`src/rtl/seg_capture_decoder_if.sv`:
```
// seg_capture_decoder_if
// Bundles the multiplexed seven-segment bus and the result handshake of the
// seven-segment capture decoder.
//   seg_in  [6:0] segment pattern, bit0=a .. bit6=g (polarity set in the decoder)
//   dig_sel [2:0] one-hot digit strobe: bit0=LSB, bit1=MSB, bit2=TYPE
//   ready         consumer accepts the current result
//   valid         result available
//   value   [3:0] reconstructed nibble
//   mode          0=hex, 1=decimal
//   err           result invalid (value forced to 0)
// master: drives the bus and ready, observes the result.
// slave : the decoder itself.
interface seg_capture_decoder_if;
  logic [6:0] seg_in;
  logic [2:0] dig_sel;
  logic       ready;
  logic       valid;
  logic [3:0] value;
  logic       mode;
  logic       err;

  modport master (output seg_in, dig_sel, ready,
                  input  valid, value, mode, err);
  modport slave  (input  seg_in, dig_sel, ready,
                  output valid, value, mode, err);
endinterface

```
`src/rtl/seg_capture_decoder.sv`:
```
// seg_capture_decoder
// Samples a time-multiplexed seven-segment bus carrying LSB, MSB and TYPE
// glyphs. It accepts each glyph once it has been stable for STABLE cycles,
// then rebuilds the 4-bit value and display mode and offers the result on a
// valid/ready handshake.
// Ports:
//   clk  rising-edge clock
//   rst  synchronous active-high reset
//   bus  seg_capture_decoder_if.slave (seg_in, dig_sel, ready in;
//        valid, value, mode, err out)
// Parameter:
//   STABLE  consecutive identical cycles needed to accept a glyph (>=1)
// Build option:
//   SEG_CAPTURE_ACTIVE_LOW_EN  when defined, seg_in is active-low and is
//                              inverted on entry; otherwise it is used as-is.
module seg_capture_decoder #(
  parameter int STABLE = 4
) (
  input logic                  clk,
  input logic                  rst,
  seg_capture_decoder_if.slave bus
);

  localparam int CW = $clog2(STABLE + 1);
  localparam logic [CW-1:0] STABLE_C = CW'(STABLE);

  typedef enum logic {SCAN, OUT} state_t;

  state_t r_state, w_stateNext;

  logic [2:0]    r_prevSel;
  logic [6:0]    r_prevSeg;
  logic [CW-1:0] r_count;
  logic [2:0]    r_flags;
  logic [6:0]    r_slotLsb, r_slotMsb, r_slotType;
  logic          r_valid, r_mode, r_err;
  logic [3:0]    r_value;

  logic [6:0]    w_seg;
  logic          w_oneHot, w_same, w_capture, w_done, w_handshake;
  logic [CW-1:0] w_countNext;
  logic [2:0]    w_flagsNext;
  logic [6:0]    w_lsbNext, w_msbNext, w_typeNext;
  logic [4:0]    w_lsbHex;
  logic [4:0]    w_decSum;
  logic          w_tensOk, w_tens;
  logic          w_decMode, w_decErr;
  logic [3:0]    w_decValue;

  // Everything downstream works on active-high patterns.
`ifdef SEG_CAPTURE_ACTIVE_LOW_EN
  assign w_seg = ~bus.seg_in;
`else
  assign w_seg = bus.seg_in;
`endif

  // Maps a glyph to {legal, hex digit}; anything not in the table is illegal.
  function automatic logic [4:0] glyphToHex(input logic [6:0] g);
    case (g)
      7'h3F: return 5'h10;
      7'h06: return 5'h11;
      7'h5B: return 5'h12;
      7'h4F: return 5'h13;
      7'h66: return 5'h14;
      7'h6D: return 5'h15;
      7'h7D: return 5'h16;
      7'h07: return 5'h17;
      7'h7F: return 5'h18;
      7'h6F: return 5'h19;
      7'h77: return 5'h1A;
      7'h7C: return 5'h1B;
      7'h39: return 5'h1C;
      7'h5E: return 5'h1D;
      7'h79: return 5'h1E;
      7'h71: return 5'h1F;
      default: return 5'h00;
    endcase
  endfunction

  assign w_oneHot    = (bus.dig_sel == 3'b001) || (bus.dig_sel == 3'b010) ||
                       (bus.dig_sel == 3'b100);
  assign w_same      = w_oneHot && ({bus.dig_sel, w_seg} == {r_prevSel, r_prevSeg});
  assign w_handshake = (r_state == OUT) && r_valid && bus.ready;

  // Saturating run counter: reloads to 1 on a new one-hot pattern, 0 when the
  // strobe is not one-hot.
  always_comb begin
    w_countNext = '0;
    if (w_same) begin
      w_countNext = (r_count == STABLE_C) ? r_count : r_count + 1'b1;
    end else if (w_oneHot) begin
      w_countNext = CW'(1);
    end
  end

  // A run that was already saturated last cycle has been captured, so only the
  // cycle the count first reaches STABLE stores the glyph.
  assign w_capture   = (r_state == SCAN) && w_oneHot && (w_countNext == STABLE_C) &&
                       !(w_same && (r_count == STABLE_C));
  assign w_flagsNext = r_flags | (w_capture ? bus.dig_sel : 3'b000);
  assign w_lsbNext   = (w_capture && bus.dig_sel[0]) ? w_seg : r_slotLsb;
  assign w_msbNext   = (w_capture && bus.dig_sel[1]) ? w_seg : r_slotMsb;
  assign w_typeNext  = (w_capture && bus.dig_sel[2]) ? w_seg : r_slotType;
  assign w_done      = (r_state == SCAN) && (&w_flagsNext);

  // Decode works on the slot contents as they will be after this edge, so the
  // completing capture also registers the result.
  assign w_lsbHex = glyphToHex(w_lsbNext);
  assign w_tensOk = (w_msbNext == 7'h00) || (w_msbNext == 7'h06);
  assign w_tens   = (w_msbNext == 7'h06);
  assign w_decSum = (w_tens ? 5'd10 : 5'd0) + {1'b0, w_lsbHex[3:0]};

  always_comb begin
    w_decMode  = 1'b0;
    w_decErr   = 1'b1;
    w_decValue = 4'h0;
    if (w_typeNext == 7'h76) begin
      if ((w_msbNext == 7'h00) && w_lsbHex[4]) begin
        w_decErr   = 1'b0;
        w_decValue = w_lsbHex[3:0];
      end
    end else if (w_typeNext == 7'h5E) begin
      w_decMode = 1'b1;
      if (w_tensOk && w_lsbHex[4] && (w_lsbHex[3:0] <= 4'd9) && (w_decSum <= 5'd15)) begin
        w_decErr   = 1'b0;
        w_decValue = w_decSum[3:0];
      end
    end
  end

  // State register.
  always_ff @(posedge clk) begin
    if (rst) r_state <= SCAN;
    else     r_state <= w_stateNext;
  end

  // Next-state: scan until all three slots are filled, hold until handshake.
  always_comb begin
    w_stateNext = r_state;
    case (r_state)
      SCAN:    if (w_done)      w_stateNext = OUT;
      OUT:     if (w_handshake) w_stateNext = SCAN;
      default: w_stateNext = SCAN;
    endcase
  end

  // Datapath. The previous-input registers keep tracking during OUT so that a
  // pattern held across the handshake counts from the SCAN re-entry cycle
  // with the counter starting from zero.
  always_ff @(posedge clk) begin
    if (rst) begin
      r_prevSel  <= '0;
      r_prevSeg  <= '0;
      r_count    <= '0;
      r_flags    <= '0;
      r_slotLsb  <= '0;
      r_slotMsb  <= '0;
      r_slotType <= '0;
      r_valid    <= 1'b0;
      r_value    <= '0;
      r_mode     <= 1'b0;
      r_err      <= 1'b0;
    end else begin
      r_prevSel <= bus.dig_sel;
      r_prevSeg <= w_seg;
      if (r_state == SCAN) begin
        r_count    <= w_countNext;
        r_flags    <= w_flagsNext;
        r_slotLsb  <= w_lsbNext;
        r_slotMsb  <= w_msbNext;
        r_slotType <= w_typeNext;
        if (w_done) begin
          r_valid <= 1'b1;
          r_value <= w_decValue;
          r_mode  <= w_decMode;
          r_err   <= w_decErr;
        end
      end else begin
        r_count <= '0;
        if (w_handshake) begin
          r_flags <= '0;
          r_valid <= 1'b0;
        end
      end
    end
  end

  assign bus.valid = r_valid;
  assign bus.value = r_value;
  assign bus.mode  = r_mode;
  assign bus.err   = r_err;

endmodule

```
`src/flat_wrapper.sv`:
```
// flat-port wrapper written by rule: the top's interface ports become plain ports
module seg_capture_decoder_flat 
#(
  parameter int STABLE = 4
)
  (clk, rst, bus_seg_in, bus_dig_sel, bus_ready, bus_valid, bus_value, bus_mode, bus_err);
  seg_capture_decoder_if bus_i ();
  input logic clk;
  input logic rst;
  input wire logic [$bits(bus_i.seg_in)-1:0] bus_seg_in;
  input wire logic [$bits(bus_i.dig_sel)-1:0] bus_dig_sel;
  input wire logic [$bits(bus_i.ready)-1:0] bus_ready;
  output wire logic [$bits(bus_i.valid)-1:0] bus_valid;
  output wire logic [$bits(bus_i.value)-1:0] bus_value;
  output wire logic [$bits(bus_i.mode)-1:0] bus_mode;
  output wire logic [$bits(bus_i.err)-1:0] bus_err;
  assign bus_i.seg_in = bus_seg_in;
  assign bus_i.dig_sel = bus_dig_sel;
  assign bus_i.ready = bus_ready;
  assign bus_valid = bus_i.valid;
  assign bus_value = bus_i.value;
  assign bus_mode = bus_i.mode;
  assign bus_err = bus_i.err;
  seg_capture_decoder #(.STABLE(STABLE)) u_core (.clk(clk), .rst(rst), .bus(bus_i));
endmodule
```
`config.mk`:
```
export PLATFORM = sky130hd
export DESIGN_NAME = seg_capture_decoder_flat
export DESIGN_NICKNAME = d
export VERILOG_FILES = /design/src/rtl/seg_capture_decoder_if.sv /design/src/rtl/seg_capture_decoder.sv /design/src/flat_wrapper.sv
export SDC_FILE = /design/constraint.sdc
export NUM_CORES = 1
export LEC_CHECK = 0
export CAP_MARGIN = 25
export CORE_ASPECT_RATIO = 0.5
export CORE_UTILIZATION = 57
export CTS_BUF_LIST = sky130_fd_sc_hd__clkbuf_4 sky130_fd_sc_hd__clkbuf_8
export CTS_CLUSTER_DIAMETER = 60
export CTS_CLUSTER_SIZE = 16
export DETAILED_ROUTE_END_ITERATION = 8
export PLACE_DENSITY = 0.78
export SYNTH_ARGS = -nofsm -noshare
export SYNTH_HDL_FRONTEND = slang
export SYNTH_SLANG_ARGS = --single-unit
```
`constraint.sdc`:
```
create_clock -name clk -period 4.5 [get_ports clk]
set_clock_uncertainty 0.2 [all_clocks]
set_input_delay 0.675 -clock clk [delete_from_list [all_inputs] [get_ports clk]]
set_output_delay 0.675 -clock clk [all_outputs]
set_load 0.005 [all_outputs]
```
# Yosys cells after proc, flatten, opt, wreduce, memory -nomap -nowiden
# Cells that the tools add are included.
# word_totals
reg_bits	45
latch_bits	0
mem_bits_rw	0
romBits	0
in_bits	13
output_inout_bits	7
elab_cells	96
memories	0
# op_classes
addsub	2
n_mul	0
div_mod_pow	0
n_lt_le_gt_ge	2
n_eq_ne	26
shifts	0
muxes	27
n_bitwise	2
reduce_logical	25
# ops
cell	count
== test 7 bit, second input constant	14
one-hot mux 5 bit (16 select lines)	1
== test 7 x 3 -> 1 bit, second input constant	3
2-to-1 mux 7 bit	3
2-to-1 mux 4 bit	5
logical AND 1 bit	15
2-to-1 mux 3 bit	5
== test 7 x 6 -> 1 bit, second input constant	2
2-to-1 mux 1 bit	12
== test 10 bit	1
== test 3 bit, second input constant	3
zero test 7 bit	1
adder 5 x 4 -> 5 bit	1
less-or-equal comparator 5 x 4 -> 1 bit, second input constant	1
less-or-equal comparator 4 bit, second input constant	1
AND reduction 2 bit	2
adder 3 x 1 -> 3 bit, second input constant	1
== test 3 x 1 -> 1 bit, second input constant	1
== test 3 x 2 -> 1 bit, second input constant	1
logical OR 1 bit	3
bitwise OR 3 bit	1
AND reduction 3 bit	1
!= test 2 bit, second input constant	1
one-hot mux 1 bit (2 select lines)	1
other kinds (4)	4

# Logic depth before layout (Yosys ltp)
# Gate-level depths: netlist of the first run.
# logic_depth
depth_word	18
depth_mapped	15
depth_no_buf	15

# Worst setup path after synthesis of the first run
# Ideal clock, no wire load.
# synth_path
kind	input -> register
start	input port bus_seg_in[6]
end	register u_core.r_value[2] (netlist: u_core.bus.value[2])
setup_time_ns	0.080
arrival_time_ns	3.468
t_required_ns	4.220
setup_slack_ns	0.752
stages	14
path_buffers	2
path_cell_list	buf_4 > xnor2_2 > nand4_2 > or4_4 > buf_6 > a211oi_2 > nor2_1 > ha_1 > nand2_1 > nor3_1 > or3_1 > a211oi_2 > nand2_1 > a211oi_2
# synth_via
elab_chain_len	16
elab_cells_between_ends	53
cone_classes	add/sub (1); order compare (2); eq/ne (21); mux (11); bitwise (1); reduce/logical (17)
# synth_lines
item	line_no	rtl
start: declaration	flat_wrapper.sv:10	input wire logic [$bits(bus_i.seg_in)-1:0] bus_seg_in;
== test 10 bit	seg_capture_decoder.sv:82	assign w_same = w_oneHot && ({bus.dig_sel, w_seg} == {r_prevSel, r_prevSeg});
logical AND 1 bit	seg_capture_decoder.sv:82	
2-to-1 mux 3 bit	seg_capture_decoder.sv:89	if (w_same) begin
== test 3 bit	seg_capture_decoder.sv:98	assign w_capture = (r_state == SCAN) && w_oneHot && (w_countNext == STABLE_C) &&
logical AND 1 bit (2 in series)	seg_capture_decoder.sv:98	
logical AND 1 bit, on equally long branches	seg_capture_decoder.sv:101, seg_capture_decoder.sv:102	
2-to-1 mux 7 bit, on equally long branches	seg_capture_decoder.sv:101, seg_capture_decoder.sv:102	
== test 7 bit (tied with other cells)	seg_capture_decoder.sv:59	case (g)
one-hot mux 5 bit (16 select lines) (tied with other cells)	seg_capture_decoder.sv:59	
adder 5 x 4 -> 5 bit (tied with other cells)	seg_capture_decoder.sv:111	assign w_decSum = (w_tens ? 5'd10 : 5'd0) + {1'b0, w_lsbHex[3:0]};
less-or-equal comparator 5 x 4 -> 1 bit / logical AND 1 bit (equally long branches)	seg_capture_decoder.sv:124	if (w_tensOk && w_lsbHex[4] && (w_lsbHex[3:0] <= 4'd9) && (w_decSum <= 5'd15)) begin
logical AND 1 bit	seg_capture_decoder.sv:124	
2-to-1 mux 4 bit	seg_capture_decoder.sv:124	
2-to-1 mux 4 bit	seg_capture_decoder.sv:122	end else if (w_typeNext == 7'h5E) begin
2-to-1 mux 4 bit	seg_capture_decoder.sv:117	if (w_typeNext == 7'h76) begin
end signal: assignment	seg_capture_decoder.sv:174	r_value <= w_decValue;
end: declaration	seg_capture_decoder.sv:37	logic [3:0] r_value;
# Several ways; a longest one is shown, not always the timed one.
# A chain may end at the register's enable or synchronous reset.

# Worst setup path in the final report of the first run
# layout_path
start	input port bus_dig_sel[2]
end	register u_core.r_value[2] (netlist: u_core.bus.value[2])
# layout_via
elab_chain_len	18
elab_cells_between_ends	60
cone_classes	add/sub (1); order compare (2); eq/ne (24); mux (12); bitwise (1); reduce/logical (20)
# layout_lines
item	line_no	rtl
start: declaration	flat_wrapper.sv:11	input wire logic [$bits(bus_i.dig_sel)-1:0] bus_dig_sel;
== test 3 x 1 -> 1 bit / == test 3 x 2 -> 1 bit (equally long branches)	seg_capture_decoder.sv:80	assign w_oneHot = (bus.dig_sel == 3'b001) || (bus.dig_sel == 3'b010) ||
logical OR 1 bit (2 in series)	seg_capture_decoder.sv:80	
2-to-1 mux 1 bit / logical AND 1 bit (equally long branches)	seg_capture_decoder.sv:91, seg_capture_decoder.sv:82	
2-to-1 mux 3 bit	seg_capture_decoder.sv:89	
== test 3 bit	seg_capture_decoder.sv:98	
logical AND 1 bit (2 in series)	seg_capture_decoder.sv:98	
logical AND 1 bit, on equally long branches	seg_capture_decoder.sv:101, seg_capture_decoder.sv:102	
2-to-1 mux 7 bit, on equally long branches	seg_capture_decoder.sv:101, seg_capture_decoder.sv:102	
== test 7 bit (tied with other cells)	seg_capture_decoder.sv:59	
one-hot mux 5 bit (16 select lines) (tied with other cells)	seg_capture_decoder.sv:59	
adder 5 x 4 -> 5 bit (tied with other cells)	seg_capture_decoder.sv:111	
less-or-equal comparator 5 x 4 -> 1 bit / logical AND 1 bit (equally long branches)	seg_capture_decoder.sv:124	
logical AND 1 bit	seg_capture_decoder.sv:124	
2-to-1 mux 4 bit	seg_capture_decoder.sv:124	
2-to-1 mux 4 bit	seg_capture_decoder.sv:122	
2-to-1 mux 4 bit	seg_capture_decoder.sv:117	
# Several ways; a longest one is shown, not always the timed one.

==> results of run 1 <==
-- power by group through the flow --
stage	Clock [mW]	Sequential (mW)	Combinational, mW
after global routing	0.340	0.407	0.0924
after floorplan	0	0.415	0.0545
final	0.324	0.406	0.0856
after global placement	0	0.415	0.0810
after detailed placement	0	0.415	0.0834
after CTS	0.326	0.406	0.0841
-- synth_stat cells (all sizes together) (3+ instances only) --
cell type  count  area [um2]
nor2          35       131.4
a21oi         29       145.1
nand4          5       37.53
nor2b         11       68.82
nand2b         3       18.77
dfxtp         45       900.9
or3b           3       26.28
nor3b         10       85.08
clkbuf        22       82.58
nor4           9       68.81
xnor2         14       130.1
inv            7       26.28
a211oi         6       60.06
ha             5       62.56
nand3          6       30.03
nor3          16       80.08
buf            8       52.54
o22ai          5       37.53
xor2           3       26.28
nand3b         5       37.54
nor4b          6       52.55
o21ai          9       45.04
nand4b         5       43.79
o211ai         5       37.54
mux2i         11       110.1
nand2         58       217.7
or3            4       25.02
-- state kept, by name, summed over array words and instances, names as in the netlist --
register / cells
u_core.bus.value: 4
u_core.bus.valid: 1
u_core.r_slotLsb: 7
u_core.r_slotMsb: 7
u_core.bus.err: 1
u_core.r_state: 1
u_core.r_prevSel: 3
u_core.r_slotType: 7
u_core.r_count: 3
u_core.r_flags: 3
u_core.r_prevSeg: 7
u_core.bus.mode: 1
-- through the flow --
step / utilization (%) / instance area [um2] / cells / total power, mW
after global placement: 67.63 / 3122 / 440 / 0.4962
final: 70.15 / 3238 / 448 / 0.8154
after detailed placement: 67.63 / 3122 / 440 / 0.4989
after floorplan: - / 2880 / 372 / 0.4695
after CTS: 70.15 / 3238 / 448 / 0.8166
after global routing: 70.15 / 3238 / 448 / 0.8397
-- path summary, 6_finish.rpt --
check / start / endpoint / slack [ps] / depth (start not counted)
worst max register to register: u_core.r_count[0] / u_core.bus.value[2] / 610 / 14
worst min register to register: u_core.r_slotType[1] / u_core.r_slotType[1] / 260 / 2
worst min-delay path: u_core.r_slotType[1] / u_core.r_slotType[1] / 260 / 2
worst max-delay path: bus_dig_sel[2] / u_core.bus.value[2] / 340 / 13
-- cell families after synthesis --
| family | count (synthesis) | share of synthesized area (%) |
|---|---|---|
| DFF | 45 | 31.28 |
| muxes | 11 | 3.823 |
| AOI/OAI and AO/OA | 72 | 17.03 |
| xor gates and xnor gates | 17 | 5.430 |
| buffers and inverters | 37 | 5.604 |
| adders and majority gates | 5 | 2.172 |
| and+or+nand+nor | 185 | 34.67 |
-- metal layers --
metal	part of all wire, %	routed length (um)
met1	48	3397
met2	46	3265
met3	5.6	399
met4	0.56	40
met5	0	0
-- cell type report --
class | count | share of cell area (%)
inverter | 7 | 0.8114
sequential | 45 | 27.82
timing repair buffer | 32 | 8.887
tap | 66 | 2.550
multi-input combinational | 290 | 56.34
clock buffer | 5 | 2.125
clock inverter | 3 | 1.468
-- worst min-delay path, cell delays in order (launching register included) --
cell,delay (ps)
dfxtp_1,320
nand2_1,50
a21oi_1,50
==> impl_metrics.json, run 1 <==
{
  "status": "finished, final reports clean",
  "clk_pin_slew_worst_paths_ps": 90,
  "drtAntennaViolNets": 0,
  "clkSinkCount": 45,
  "finalSetupViolCount": 0,
  "crit_arrival_ps": 4180,
  "hpwlAfterDp_um": 5046,
  "antenna_cells": 0,
  "final_common_cell": "nand2_1",
  "p_per_area_nw_per_um2": 251.8,
  "rows": 17,
  "drt-initial-drc-count": 133,
  "synth_warnings": 0,
  "vias_per_cell": 6.165,
  "power.internal_mw": 0.6088,
  "seq_area_frac_synth_pct": 31.28,
  "worstPathMaxFanout": 6,
  "tns_ps": 0,
  "switching_share_pct": 25.34,
  "yosysUniqueCellTypes": 56,
  "cp-end-kind": "register",
  "gp_congestion": 0.9433,
  "hold_buffers": 0,
  "dieWidth_um": 102.5,
  "die_area_um2": 5359,
  "grt_overflow": 0,
  "nets": 399,
  "netlist_area_um2": 2880,
  "rsz0062_at_grt": "false",
  "preCtsSetupSlack_ps": 77.41,
  "seqCellArea_um2": 900.9,
  "cp_slowest_cell": "clkdlybuf4s50_1",
  "fmax_mhz": 240.6,
  "post_drt_wl_per_cell_um": 15.85,
  "die_height_um": 52.27,
  "period_minus_slack_ps": 4157,
  "wl_um": 7102,
  "path_cells": "clkdlybuf4s50_1, xnor2_1, nand4_1, buf_4, nor4_2, mux2i_1, ha_1, nand2_1, nor3_1, or3_1, a211oi_2, nand2_1, a211oi_2",
  "cts-root-buf": "clkbuf_8",
  "grt_pass1_wl_um": 11640,
  "cts_tree": "yes",
  "busiest_layer": "met2",
  "holdWs_ps": 259.5,
  "cts_buffers": 5,
  "drive_gt1_share_pct": 10.21,
  "hold_viol": 0,
  "synthCells": 372,
  "post_cts_buffers": 0,
  "io_pins": 20,
  "vias": 2762,
  "period_share_pct": 92.37,
  "initial_core_util_pct": 62.40,
  "final_max_slew_viol_count": 0,
  "grt_pass1_vias": 2428,
  "path_delay_family": "simple AND/OR/NAND/NOR gates",
  "p_comb_share_pct": 10.5,
  "syn-num-nets": 390,
  "p_leak_nw": 1.038,
  "tightest_slew_ps": 694.4,
  "antenna_found_initial": 0,
  "cts_buffer_depth": 2,
  "drc": 0,
  "clockPowerShare_pct": 39.7,
  "required_ps": 4530,
  "max_stage_delay_ps": 500,
  "nFillCells": 384,
  "setup_ws_ps": 343.4,
  "mostFrequentLayoutCells": "nand2_1, dfxtp_1, nor2_1, a21oi_1, clkdlybuf4s50_1",
  "insertion_delay_ps": 300,
  "ys_seq_elements": 45,
  "switching_power_mw": 0.2066,
  "grt_util_met3_pct": 5.067,
  "syn_avg_cell_area_um2": 7.743,
  "post_cts_resized": 0,
  "async_flop_share_pct": 0,
  "hp-class": "reg2reg",
  "multi_input_area_um2": 1824,
  "synth_ff_type": "dfxtp_1",
  "use_met2_pct": 48.22,
  "htreeDepth": 2,
  "crit_buf_inv": 2,
  "seqPwrFrac_pct": 49.8,
  "port_buffers": 19,
  "syn2layout_area_growth_pct": 12.42,
  "first_pass_iters": 5,
  "coreArea_um2": 4616,
  "max-vdd-ir-drop_v": 0.0002032,
  "grtUsageTotal_pct": 28.41,
  "synth_edf_count": 0,
  "max-slew-margin-rel_pct": 53.35,
  "drv_cap": 0,
  "grt_max_degree": 28,
  "critPathLaunchType": "input pin",
  "met1_usage_pct": 38.60,
  "crit_type": "in2reg"
}
Note: power is estimated with default switching activity, not from simulation.
==> run 2: changes to the inputs <==
--- a/config.mk
+++ b/config.mk
@@ -8,7 +8,7 @@
 export CAP_MARGIN = 25
 export CORE_ASPECT_RATIO = 0.5
 export CORE_UTILIZATION = 57
-export CTS_BUF_LIST = sky130_fd_sc_hd__clkbuf_4 sky130_fd_sc_hd__clkbuf_8
+export CTS_BUF_LIST = sky130_fd_sc_hd__clkbuf_4
 export CTS_CLUSTER_DIAMETER = 60
 export CTS_CLUSTER_SIZE = 16
 export DETAILED_ROUTE_END_ITERATION = 8
==> impl_metrics.json, run 2 (same netlist as run 1, synthesis figures left out) <==
{
  "initial_core_util_pct": 62.40,
  "nFillCells": 384,
  "wl_um": 7156,
  "die_height_um": 52.27,
  "tightest_slew_ps": 673.1,
  "period_minus_slack_ps": 4111,
  "final_common_cell": "nand2_1",
  "hold_depth": 2,
  "final_cells": 448,
  "drtAntennaViolNets": 0,
  "antenna_found_initial": 0,
  "drt-initial-drc-count": 132,
  "p_leak_nw": 1.025,
  "htreeDepth": 2,
  "post_cts_buffers": 0,
  "mostFrequentLayoutCells": "nand2_1, dfxtp_1, nor2_1, a21oi_1, clkdlybuf4s50_1",
  "hold_buffers": 0,
  "nets": 399,
  "crit_type": "in2reg",
  "coreArea_um2": 4616,
  "stdcell_area_um2": 3207,
  "post_cts_resized": 0,
  "cts_buffers": 5,
  "grt_max_degree": 28,
  "utilization_pct": 69.48,
  "gp_congestion": 0.9433,
  "crit_arrival_ps": 4220,
  "clkSinkCount": 45,
  "clk_pin_slew_worst_paths_ps": 150,
  "critPathLaunchType": "input pin",
  "drive_gt1_share_pct": 10.21,
  "required_ps": 4610,
  "die_area_um2": 5359,
  "grtUsageTotal_pct": 28.52,
  "worstPathMaxFanout": 6,
  "r2r_cells": 14,
  "hold_viol": 0,
  "rows": 17,
  "finalSetupViolCount": 0,
  "preCtsSetupSlack_ps": 77.41,
  "vias_per_cell": 6.203,
  "cp-end-kind": "register",
  "insertion_delay_ps": 380,
  "post_drt_wl_per_cell_um": 15.97,
  "port_buffers": 19,
  "grt_pass1_vias": 2463,
  "rsz0062_at_grt": "false",
  "p_per_area_nw_per_um2": 239.1,
  "cts_tree": "yes",
  "grt_pass1_wl_um": 11650,
  "grt_overflow": 0,
  "cts_buffer_depth": 2,
  "status": "finished, final reports clean",
  "max-slew-margin-rel_pct": 54.78,
  "vias": 2779,
  "drv_cap": 0,
  "period_share_pct": 91.36,
  "antenna_cells": 0,
  "hpwlAfterDp_um": 5046,
  "cts-root-buf": "clkbuf_4",
  "syn2layout_area_growth_pct": 11.34,
  "tns_ps": 0,
  "fmax_mhz": 243.3,
  "first_pass_iters": 5,
  "drc": 0,
  "final_max_slew_viol_count": 0,
  "dp.cells": 440,
  "postPlaceCellArea_um2": 3122,
  "hp-class": "reg2reg",
  "io_pins": 20,
  "max-vdd-ir-drop_v": 0.0001822,
  "dieWidth_um": 102.5,
  "setup_ws_ps": 389.0
}
## run 2: layer usage
metal	vias up	wire, um	share of wire, %	GRT usage (%)
met1	1318	3359	47	37.94
li1	1345	-	-	-
met5	-	0	0	0
met2	108	3299	46	48.67
met3	8	443	6.2	5.200
met4	0	54	0.75	5.952
## run 2: where the power goes
part           internal, mW  switching (mW)
combinational        0.0359          0.0496
clock                 0.121           0.153
sequential            0.404         0.00280
total                 0.561           0.206
## run 2: final timing paths
check	start	end	slack [ps]
min	u_core.r_slotType[1]	u_core.r_slotType[1]	270
max reg2reg	u_core.r_count[0]	u_core.bus.value[2]	600
min reg2reg	u_core.r_slotType[1]	u_core.r_slotType[1]	270
max	bus_dig_sel[2]	u_core.bus.value[2]	390
## run 2: metrics by stage
step           total power, mW  hold slack, ps
2_1_floorplan           0.4695           231.8
3_3_place_gp            0.4962           242.3
3_5_place_dp            0.4989           247.1
4_1_cts                 0.7638           265.4
5_1_grt                 0.7859           279.0
6_report                0.7668           267.3
## run 2: area by class of cell
type                            count  area [um2]  share of cell area (%)
Sequential cell                    45       900.9                   28.09
Clock buffer                        5       37.54                   1.171
Multi-Input combinational cell    290        1824                   56.89
Clock inverter                      3       47.55                   1.483
Timing Repair Buffer               32       287.8                   8.974
Inverter                            7       26.28                  0.8194
Tap cell                           66       82.58                   2.575
## run 2: worst max-delay path, cell delays in order
cell	delay [ps]
clkdlybuf4s50_1	500
xnor2_1	290
nand4_1	200
buf_4	210
nor4_2	390
mux2i_1	370
ha_1	320
nand2_1	90
nor3_1	50
or3_1	390
a211oi_2	380
nand2_1	130
a211oi_2	210
==> run 3: changes to the inputs <==
--- a/config.mk
+++ b/config.mk
@@ -13,6 +13,7 @@
 export CTS_CLUSTER_SIZE = 16
 export DETAILED_ROUTE_END_ITERATION = 8
 export PLACE_DENSITY = 0.78
+export REMOVE_ABC_BUFFERS = 1
 export SYNTH_ARGS = -nofsm -noshare
 export SYNTH_HDL_FRONTEND = slang
 export SYNTH_SLANG_ARGS = --single-unit
==> impl_metrics.json, run 3 (same netlist as run 1, synthesis figures left out) <==
{
  "tns_ps": 0,
  "io_pins": 20,
  "final_max_slew_viol_count": 0,
  "hold_buffers": 0,
  "drv_cap": 0,
  "dieWidth_um": 102.5,
  "post_cts_resized": 0,
  "max_stage_delay_ps": 590,
  "critPathLaunchType": "input pin",
  "cp_slowest_cell": "clkdlybuf4s50_1",
  "crit_arrival_ps": 4310,
  "drt-initial-drc-count": 131,
  "port_buffers": 19,
  "cpMostUsedCell": "a211oi_2",
  "grtUsageTotal_pct": 28.83,
  "die_height_um": 52.27,
  "post_drt_wl_per_cell_um": 16.12,
  "power_mw": 0.7016,
  "grt_pass1_wl_um": 11790,
  "r2r-end": "u_core.bus.value[2]",
  "p_per_area_nw_per_um2": 221.1,
  "p_leak_nw": 1.005,
  "syn2layout_area_growth_pct": 10.16,
  "cts_tree": "yes",
  "startpoint": "bus_dig_sel[0]",
  "status": "finished, final reports clean",
  "wl_um": 7206,
  "nets": 398,
  "r2r_cells": 14,
  "mostFrequentLayoutCells": "nand2_1, dfxtp_1, nor2_1, a21oi_1, clkdlybuf4s50_1",
  "cts_buffers": 5,
  "period_share_pct": 93.27,
  "grt_max_degree": 25,
  "initial_core_util_pct": 62.40,
  "drc": 0,
  "post_cts_buffers": 0,
  "fmax_mhz": 238.3,
  "crit_type": "in2reg",
  "htreeDepth": 2,
  "coreArea_um2": 4616,
  "vias": 2745,
  "antenna_found_initial": 0,
  "clkSinkCount": 45,
  "rrSetupSlack_ps": 520,
  "hp-class": "reg2reg",
  "drtAntennaViolNets": 0,
  "period_minus_slack_ps": 4197,
  "clk_pin_slew_worst_paths_ps": 150,
  "antenna_cells": 0,
  "rr_startpoint": "u_core.r_count[0]",
  "grt_overflow": 0,
  "rsz0062_at_grt": "false",
  "cp-end-kind": "register",
  "max-vdd-ir-drop_v": 0.0001727,
  "max-slew-margin-rel_pct": 48.97,
  "final_common_cell": "nand2_1",
  "gp_congestion": 0.9118,
  "drive_gt1_share_pct": 9.974,
  "grt_pass1_vias": 2503,
  "finalSetupViolCount": 0,
  "path_cells": "clkdlybuf4s50_1, nor3b_1, o211ai_1, or4_4, a211oi_2, nor2_1, ha_1, nand2_1, nor3_1, or3_1, a211oi_2, nand2_1, a211oi_2",
  "hpwlAfterDp_um": 5072,
  "hold_viol": 0,
  "rows": 17,
  "crit_path_end": "u_core.bus.value[2]",
  "tightest_slew_ps": 763.1,
  "first_pass_iters": 5,
  "insertion_delay_ps": 380,
  "worstPathMaxFanout": 6,
  "vias_per_cell": 6.141,
  "die_area_um2": 5359,
  "cts_buffer_depth": 2,
  "cts-root-buf": "clkbuf_4",
  "required_ps": 4610
}
run 3: changes by cell type in the layout (fill, tap and decap cells not counted):
| cell | before | now |
|---|---|---|
| clkinvlp_4 | 0 | 1 |
| bufinv_16 | 1 | 0 |
| inv_6 | 2 | 1 |
| buf_4 | 13 | 12 |
| clkinv_2 | 0 | 1 |
run 3: worst max-delay path, delay by kind of cell:
| kind | cells | cell delay (ps) |
|---|---|---|
| AND/OR/NAND/NOR | 7 | 1690 |
| AO/OA/AOI/OAI | 4 | 1120 |
| adder cells (fa/ha/maj) | 1 | 240 |
| buffers and inverters | 1 | 590 |
run 3: stage by stage:
stage / area (um2) / worst slack [ps] / instances / utilization (%) / hold slack (ps)
2_1_floorplan: 2745 / 608.1 / 342 / - / 225.6
3_3_place_gp: 3114 / 252.6 / 439 / 67.47 / 241.6
3_5_place_dp: 3114 / 56.44 / 439 / 67.47 / 247.2
4_1_cts: 3173 / 370.1 / 447 / 68.74 / 266.5
5_1_grt: 3173 / 219.4 / 447 / 68.74 / 291.4
6_report: 3173 / 303.0 / 447 / 68.74 / 264.7
run 3: cell type report:
class                      instances  area [um2]
clock buffer                       5       37.54
clock inverter                     3       21.27
fill                             394        1443
inverter                           7       26.28
multi-input combinational        290        1824
sequential                        45       900.9
tap                               66       82.58
timing repair buffer              31       280.3
run 3: worst min-delay path by stage:
| stage | start | end | slack, ps | cells past startpoint |
|---|---|---|---|---|
| 2_1_floorplan | u_core.r_slotType[6] | u_core.r_slotType[6] | 230 | 2 |
| 3_3_place_gp | u_core.r_flags[0] | u_core.r_flags[0] | 240 | 2 |
| 3_5_place_dp | u_core.r_slotType[1] | u_core.r_slotType[1] | 250 | 2 |
| 4_1_cts | u_core.r_slotType[1] | u_core.r_slotType[1] | 270 | 2 |
| 5_1_grt | u_core.r_slotType[1] | u_core.r_slotType[1] | 290 | 2 |
| 6_report | u_core.r_slotType[1] | u_core.r_slotType[1] | 260 | 2 |
run 3: where the power goes:
part           switching (mW)  leakage (nW)  internal (mW)
Clock                   0.148        0.0316         0.0621
Sequential            0.00292         0.365          0.404
Combinational          0.0496         0.608         0.0354
run 3: per-layer routing:
| metal | wire (um) | share of wire, % | track usage [%] | up-vias |
|---|---|---|---|---|
| li1 | - | - | - | 1334 |
| met1 | 3274 | 45 | 37.01 | 1278 |
| met2 | 3350 | 46 | 48.67 | 115 |
| met3 | 477 | 6.6 | 6.533 | 18 |
| met4 | 104 | 1.4 | 8.571 | 0 |
| met5 | 0 | 0 | 0 | - |
